$ cat config.mk
export PLATFORM = sky130hd
export DESIGN_NAME = instr_decode_queue
export DESIGN_NICKNAME = d
export VERILOG_FILES = /design/src/rtl/instr_decode_queue_pkg.sv /design/src/rtl/instr_predecode.sv /design/src/rtl/instr_decode_queue.sv
export SDC_FILE = /design/constraint.sdc
export NUM_CORES = 1
export LEC_CHECK = 0
export CORE_ASPECT_RATIO = 1.25
export CORE_MARGIN = 5
export CORE_UTILIZATION = 40
export DETAILED_ROUTE_END_ITERATION = 10
export GPL_ROUTABILITY_DRIVEN = 1
export PLACE_DENSITY = 0.64
export SETUP_SLACK_MARGIN = 0.5
export SYNTH_ARGS = -nofsm -noshare
export SYNTH_HDL_FRONTEND = slang
export SYNTH_SLANG_ARGS = --single-unit
$ cat constraint.sdc
create_clock -name clk -period 8.92 [get_ports clk]
set_clock_uncertainty 0.2 [all_clocks]
set_input_delay 0.892 -clock clk [delete_from_list [all_inputs] [get_ports clk]]
set_output_delay 0.892 -clock clk [all_outputs]
set_load 0.02 [all_outputs]
$ cat src/rtl/instr_decode_queue_pkg.sv
// Shared types for the instruction decode queue: opcodes, instruction types, decoded entry.
// Latency: n/a (types and constants only).
// Backpressure: n/a. CSR fields exist only when RISCV_ZICSR_EN is defined.
package instr_decode_queue_pkg;

    typedef logic [31:0] raw_instr_t;

    localparam logic [6:0] OP_LOAD   = 7'b0000011;
    localparam logic [6:0] OP_IMM    = 7'b0010011;
    localparam logic [6:0] OP_STORE  = 7'b0100011;
    localparam logic [6:0] OP_BRANCH = 7'b1100011;
    localparam logic [6:0] OP_LUI    = 7'b0110111;
    localparam logic [6:0] OP_AUIPC  = 7'b0010111;
    localparam logic [6:0] OP_JAL    = 7'b1101111;
    localparam logic [6:0] OP_JALR   = 7'b1100111;
    localparam logic [6:0] OP_REG    = 7'b0110011;
    localparam logic [6:0] OP_FENCE  = 7'b0001111;
    localparam logic [6:0] OP_SYSTEM = 7'b1110011;

    typedef enum logic [2:0] {
        TYPE_R  = 3'd0,
        TYPE_I  = 3'd1,
        TYPE_S  = 3'd2,
        TYPE_SB = 3'd3,
        TYPE_U  = 3'd4,
        TYPE_UJ = 3'd5
    } instr_type_t;

    typedef struct packed {
        logic [6:0]  opcode;
        logic [2:0]  funct3;
        logic [6:0]  funct7;
        logic [4:0]  rs1;
        logic [4:0]  rs2;
        logic [4:0]  rd;
        logic [31:0] imm;
        instr_type_t itype;
        logic        illegal;
`ifdef RISCV_ZICSR_EN
        logic [11:0] csr_addr;
        logic        is_csr;
`endif
    } dec_entry_t;

    // Sign-extend a 12-bit immediate to 32 bits.
    function automatic logic [31:0] sext12(input logic [11:0] v);
        return {{20{v[11]}}, v};
    endfunction

endpackage

$ cat src/rtl/instr_predecode.sv
// Combinational decoder: raw instruction -> decoded entry (fields, type, immediate, illegal).
// Latency: 0 cycles, purely combinational.
// Backpressure: none; optional CSR decode under RISCV_ZICSR_EN.
module instr_predecode
    import instr_decode_queue_pkg::*;
(
    input  raw_instr_t i_instr,
    output dec_entry_t o_dec
);

    logic [6:0]  w_opcode;
    logic [2:0]  w_funct3;
    logic [6:0]  w_funct7;
    logic [4:0]  w_rs1;
    logic [4:0]  w_rs2;
    logic [4:0]  w_rd;
    logic [31:0] w_imm_i;
    logic [31:0] w_imm_s;
    logic [31:0] w_imm_b;
    logic [31:0] w_imm_u;
    logic [31:0] w_imm_j;

    assign w_opcode = i_instr[6:0];
    assign w_rd     = i_instr[11:7];
    assign w_funct3 = i_instr[14:12];
    assign w_rs1    = i_instr[19:15];
    assign w_rs2    = i_instr[24:20];
    assign w_funct7 = i_instr[31:25];

    assign w_imm_i = sext12(i_instr[31:20]);
    assign w_imm_s = sext12({i_instr[31:25], i_instr[11:7]});
    assign w_imm_b = {{19{i_instr[31]}}, i_instr[31], i_instr[7], i_instr[30:25], i_instr[11:8], 1'b0};
    assign w_imm_u = {i_instr[31:12], 12'b0};
    assign w_imm_j = {{11{i_instr[31]}}, i_instr[31], i_instr[19:12], i_instr[20], i_instr[30:21], 1'b0};

    // Per-opcode field selection and legality; unused fields stay zero.
    always_comb begin
        o_dec        = '0;
        o_dec.opcode = w_opcode;
        case (w_opcode)
            OP_REG: begin
                o_dec.itype   = TYPE_R;
                o_dec.rd      = w_rd;
                o_dec.funct3  = w_funct3;
                o_dec.rs1     = w_rs1;
                o_dec.rs2     = w_rs2;
                o_dec.funct7  = w_funct7;
                o_dec.illegal = !((w_funct7 == 7'b0000000) ||
                                  (w_funct7 == 7'b0100000 &&
                                   (w_funct3 == 3'b000 || w_funct3 == 3'b101)));
            end
            OP_LOAD, OP_IMM, OP_JALR, OP_FENCE, OP_SYSTEM: begin
                o_dec.itype  = TYPE_I;
                o_dec.rd     = w_rd;
                o_dec.funct3 = w_funct3;
                o_dec.rs1    = w_rs1;
                o_dec.imm    = w_imm_i;
                if (w_opcode == OP_LOAD)
                    o_dec.illegal = (w_funct3 == 3'b011) || (w_funct3 == 3'b110) ||
                                    (w_funct3 == 3'b111);
                else if (w_opcode == OP_IMM)
                    // Shift-immediates carry funct7 in the upper immediate bits.
                    o_dec.illegal = (w_funct3 == 3'b001 && w_funct7 != 7'b0000000) ||
                                    (w_funct3 == 3'b101 && w_funct7 != 7'b0000000 &&
                                     w_funct7 != 7'b0100000);
                else if (w_opcode == OP_JALR)
                    o_dec.illegal = (w_funct3 != 3'b000);
                else if (w_opcode == OP_SYSTEM) begin
`ifdef RISCV_ZICSR_EN
                    if (w_funct3 != 3'b000 && w_funct3 != 3'b100) begin
                        o_dec.is_csr   = 1'b1;
                        o_dec.csr_addr = i_instr[31:20];
                        // csrr*i variants take a 5-bit zero-extended immediate in rs1.
                        if (w_funct3[2])
                            o_dec.imm = {27'b0, i_instr[19:15]};
                    end else if (w_funct3 == 3'b000 &&
                                 (i_instr[31:7] == 25'b0 ||
                                  (i_instr[31:20] == 12'd1 && i_instr[19:7] == 13'b0))) begin
                        o_dec.illegal = 1'b0;
                    end else begin
                        o_dec.illegal = 1'b1;
                    end
`else
                    o_dec.illegal = 1'b1;
`endif
                end
            end
            OP_STORE, OP_BRANCH: begin
                o_dec.itype  = (w_opcode == OP_STORE) ? TYPE_S : TYPE_SB;
                o_dec.funct3 = w_funct3;
                o_dec.rs1    = w_rs1;
                o_dec.rs2    = w_rs2;
                if (w_opcode == OP_STORE) begin
                    o_dec.imm     = w_imm_s;
                    o_dec.illegal = (w_funct3 > 3'b010);
                end else begin
                    o_dec.imm     = w_imm_b;
                    o_dec.illegal = (w_funct3 == 3'b010) || (w_funct3 == 3'b011);
                end
            end
            OP_LUI, OP_AUIPC: begin
                o_dec.itype = TYPE_U;
                o_dec.rd    = w_rd;
                o_dec.imm   = w_imm_u;
            end
            OP_JAL: begin
                o_dec.itype = TYPE_UJ;
                o_dec.rd    = w_rd;
                o_dec.imm   = w_imm_j;
            end
            default: begin
                // Unknown opcode: expose raw fields deterministically, flag illegal.
                o_dec.itype   = TYPE_R;
                o_dec.rd      = w_rd;
                o_dec.funct3  = w_funct3;
                o_dec.rs1     = w_rs1;
                o_dec.rs2     = w_rs2;
                o_dec.funct7  = w_funct7;
                o_dec.illegal = 1'b1;
            end
        endcase
        if (i_instr[1:0] != 2'b11)
            o_dec.illegal = 1'b1;
    end

endmodule

$ cat src/rtl/instr_decode_queue.sv
// Decode queue between fetch and execute: decodes on enqueue, holds DEPTH entries in a FIFO.
// Latency: 1 cycle from accepted push to visibility at the head; no bypass.
// Backpressure: in_ready = not full from registered count only; flush empties at next edge. RISCV_ZICSR_EN enables CSR decode.
module instr_decode_queue
    import instr_decode_queue_pkg::*;
#(
    parameter int DEPTH = 4,
    parameter int PC_W  = 32
) (
    input  logic                     clk,
    input  logic                     rst,
    input  logic                     flush,
    input  logic                     in_valid,
    output logic                     in_ready,
    input  logic [31:0]              in_instr,
    input  logic [PC_W-1:0]          in_pc,
    output logic                     out_valid,
    input  logic                     out_ready,
    output dec_entry_t               out_dec,
    output logic [PC_W-1:0]          out_pc,
    output logic [$clog2(DEPTH):0]   count
);

    localparam int PTR_W = $clog2(DEPTH);
    localparam int CNT_W = PTR_W + 1;
    localparam logic [PTR_W-1:0] PTR_ONE  = PTR_W'(1);
    localparam logic [CNT_W-1:0] CNT_ONE  = CNT_W'(1);
    localparam logic [CNT_W-1:0] CNT_FULL = CNT_W'(DEPTH);

    dec_entry_t        r_mem_dec [DEPTH];
    logic [PC_W-1:0]   r_mem_pc  [DEPTH];
    logic [PTR_W-1:0]  r_wr_ptr;
    logic [PTR_W-1:0]  r_rd_ptr;
    logic [CNT_W-1:0]  r_count;

    dec_entry_t        w_dec;
    logic              w_push;
    logic              w_pop;

    instr_predecode u_predecode (
        .i_instr (in_instr),
        .o_dec   (w_dec)
    );

    assign in_ready  = (r_count != CNT_FULL);
    assign out_valid = (r_count != '0);
    assign w_push    = in_valid && in_ready;
    assign w_pop     = out_valid && out_ready;
    assign count     = r_count;
    // Gate the head with out_valid so an empty queue always presents zeros.
    assign out_dec   = out_valid ? r_mem_dec[r_rd_ptr] : '0;
    assign out_pc    = out_valid ? r_mem_pc[r_rd_ptr]  : '0;

    // Pointer and occupancy update; reset beats flush, flush beats push/pop.
    always_ff @(posedge clk) begin
        if (rst || flush) begin
            r_wr_ptr <= '0;
            r_rd_ptr <= '0;
            r_count  <= '0;
        end else begin
            if (w_push)
                r_wr_ptr <= r_wr_ptr + PTR_ONE;
            if (w_pop)
                r_rd_ptr <= r_rd_ptr + PTR_ONE;
            case ({w_push, w_pop})
                2'b10:   r_count <= r_count + CNT_ONE;
                2'b01:   r_count <= r_count - CNT_ONE;
                default: r_count <= r_count;
            endcase
        end
    end

    // Entry storage: decoded fields and PC written at the tail on an accepted push.
    always_ff @(posedge clk) begin
        if (w_push && !flush && !rst) begin
            r_mem_dec[r_wr_ptr] <= w_dec;
            r_mem_pc[r_wr_ptr]  <= in_pc;
        end
    end

endmodule

==> impl_summary.log <==
INFO  metric post_cts_resize_count = 0
INFO  metric r2r-start = count[1]
INFO  metric yosys_warnings = 0
INFO  metric grtUsageMet3 = 3.57%
INFO  metric fmax = 210 MHz
INFO  metric outcome = complete, no violations
INFO  metric globalRouteOverflowTotal = 0
INFO  metric clock_sink_count = 409
INFO  metric synth-edff-count = 400
INFO  metric clock_power_share = 43.0%
INFO  metric setup.reg_to_reg.worst_slack = 5.70 ns
INFO  metric syn-cell-area = 16,500 um^2
INFO  metric crit-reg2reg-capture = count[2]
INFO  metric arrival = 3.67 ns
INFO  metric initial_utilization = 40.3%
INFO  metric final_worst_path_cycle_share = 53.4%
INFO  metric critical_path_required = 7.83 ns
INFO  metric grt_util_met1 = 20.8%
INFO  metric detail_route.wirelength = 36.6 mm
INFO  metric worstSetupEndpointType = primary output
INFO  metric worst-r2r-cell-count = 9
INFO  metric area_growth_from_synthesis_to_layout = 22.6%
INFO  metric crit_type = reg -> out
INFO  metric max_cap_violations = 0
INFO  metric yosysUniqueCellTypes = 58
INFO  metric detailedRoute.firstIterationViolations = 500
INFO  metric mostFrequentLayoutCell = sky130_fd_sc_hd__edfxtp_1
INFO  metric die-width = 192 um
INFO  metric whs_path_depth = 2
INFO  metric syn-num-nets = 917
INFO  metric stdcell_area = 20,200 um^2
INFO  metric placeableCoreArea = 40,900 um^2
INFO  metric drive_above_1_share = 17.8%
INFO  metric pleak = 0.00642 uW
INFO  metric cts.repair_timing.setup_buffer_count = 0
INFO  metric synthArstFlopShare = 0%
INFO  metric cts.clk_slew.worst_paths = 0.06 ns
INFO  metric route.detailed.vias_per_inst = 5.19
INFO  metric final-setup-viol-count = 0
INFO  metric dp.final_hpwl = 21.6 mm
INFO  metric setup_repair_after_global_routing_missed_its_margin = false
INFO  metric fp.dieH = 237 um
INFO  metric grt_pass1_wl = 54.9 mm
INFO  metric worst_slew_pin_slew = 1.08 ns
INFO  metric seq_area_frac_synth = 73.9%
INFO  metric synth_cells = 842
INFO  metric grtUsageMet2 = 27.4%
INFO  metric row_count = 83
INFO  metric drtAntennaViolNets = 0
INFO  metric timing.critical_path.from_type = flop
INFO  metric setup_tns = 0 ns
INFO  metric synth_area_per_cell = 19.6 um^2
INFO  metric postPlaceCellArea = 18,800 um^2
INFO  metric ys_dominant_reg_cell = sky130_fd_sc_hd__edfxtp_1
INFO  metric cts_hold_repair.buffers = 0
INFO  metric diodes = 0
INFO  metric share_comb_of_total_power = 5.9%
INFO  metric final_max_slew_viol_count = 0
INFO  metric cts_made_buffers = 42
INFO  metric cts_tree = built
INFO  metric final_hold_viol_count = 0
INFO  metric cts.path.max_buffers = 3
INFO  metric p_sw_share = 20.3%
INFO  metric grt_usage = 16.0%
INFO  metric ios = 174
INFO  metric final.min_clock_period = 4.77 ns
INFO  metric fp.dieArea = 45,400 um^2
INFO  metric peakVddDrop = 0.000151 V
INFO  metric grt_start_max_net_pins = 81
INFO  metric via_count_of_the_first_global_routing_pass = 8,846
INFO  metric portBuffers = 173
INFO  metric drt-wirelength-per-cell = 22.8 um
INFO  metric antenna_found_initial = 4
INFO  metric grt-busiest-layer = met2
INFO  metric p_sw = 848 uW
INFO  metric detail_route.drc_violations = 0
INFO  metric sink_of_the_worst_hold_path = r_wr_ptr[1]
INFO  metric dr_total_vias = 8,320
INFO  metric ctsHtreeMaxLevel = 2
INFO  metric commonest_cells_after_routing_fill_and_taps_aside = sky130_fd_sc_hd__edfxtp_1, sky130_fd_sc_hd__clkdlybuf4s50_1, sky130_fd_sc_hd__and2_1
INFO  metric power_density = 206 nW/um^2
INFO  metric length_of_the_first_detailed_routing_pass_in_iterations = 5
INFO  metric hold_path_startpoint = r_wr_ptr[1]
INFO  metric synth-seq-cells = 409
INFO  metric place.gp.congestion = 0.759
INFO  metric sequentialPowerShare = 51.1%
INFO  metric critical_path_peak_fanout = 42
INFO  metric clockRootBuffer = sky130_fd_sc_hd__clkbuf_16
INFO  metric max_slew_headroom = 27.4%
INFO  metric internal_power = 3320 uW
INFO  metric timing.hold.worst.class = reg -> reg
INFO  metric clock_network_latency_to_the_later_pin_of_the_worst_skew_pair = 0.53 ns
INFO  metric num-nets-final = 1,096
-- through the flow --
step,cells,setup WS (ns),util [%],total power [uW],hold slack [ns]
3_5_place_dp,1529,4.55,46.0,2420,0.294
4_1_cts,1603,3.95,49.4,4230,0.305
6_report,1603,4.15,49.4,4170,0.308
3_3_place_gp,1529,4.55,46.0,2420,0.291
2_1_floorplan,842,4.40,-,2290,0.269
5_1_grt,1603,3.79,49.4,4320,0.342
-- critical path, cell delays in order, from the launching register on --
cell	delay, ns
sky130_fd_sc_hd__dfxtp_4	0.93
sky130_fd_sc_hd__buf_4	0.78
sky130_fd_sc_hd__mux4_2	0.59
sky130_fd_sc_hd__and2_1	0.19
sky130_fd_sc_hd__clkdlybuf4s50_1	0.54
-- final cells by class --
class,count,area (um^2)
fill,3429,20700
sequential,409,12200
multi-input combinational,378,4100
timing repair buffer,182,1800
clock buffer,52,1150
tap,552,691
clock inverter,22,263
inverter,8,30.0
-- power groups by stage --
stage          Clock [uW]  Sequential (uW)  Combinational, uW
2_1_floorplan           0             2170                126
3_3_place_gp            0             2170                247
3_5_place_dp            0             2170                251
4_1_cts              1850             2130                252
5_1_grt              1920             2130                265
6_report             1790             2130                245
-- cell families after synthesis --
group | count (synthesis) | synth area share (%)
compound gates | 55 | 2.39
xor+xnor | 6 | 0.318
fa+ha+maj | 7 | 0.561
buf+inv | 55 | 1.49
flops | 409 | 73.9
mux | 101 | 13.7
simple gates | 209 | 7.66
-- registers in the layout, indices dropped and copies added (netlist names), named ones only --
name       count
r_mem_pc     128
count          3
r_wr_ptr       2
r_rd_ptr       2
r_mem_dec    272
-- metal layers --
layer / up-vias / wire length, um
li1: 3707 / -
met1: 4338 / 15100
met2: 207 / 18700
met3: 62 / 2060
met4: 6 / 780
met5: - / 43
-- worst max-delay path by stage --
stage	endpoint	from	depth (start not counted)
5_1_grt	out_dec[56]	flop	4
3_3_place_gp	out_dec[56]	flop	4
3_5_place_dp	out_dec[56]	flop	4
6_report	out_dec[56]	flop	4
2_1_floorplan	r_mem_dec[0][0]	flush	4
4_1_cts	out_dec[56]	flop	4
-- cell usage after synthesis, drive strengths merged, types with 3 or more instances --
library cell    n  share of area, %
a22o            4              0.21
mux4          100                14
nor2           19              0.45
a21o           11              0.50
or2             3              0.11
or3             3              0.11
o21ai          17              0.52
inv             8              0.18
nand3           3             0.091
edfxtp        400                73
buf            24              0.79
xor2            4              0.21
clkbuf         23              0.52
and2          126               4.8
nor4            6              0.30
ha              5              0.38
nand2          14              0.32
a21oi          10              0.37
dfxtp           9               1.1
nor2b          15              0.57
nor3            4              0.12
Power figures use the tool's default switching activity.
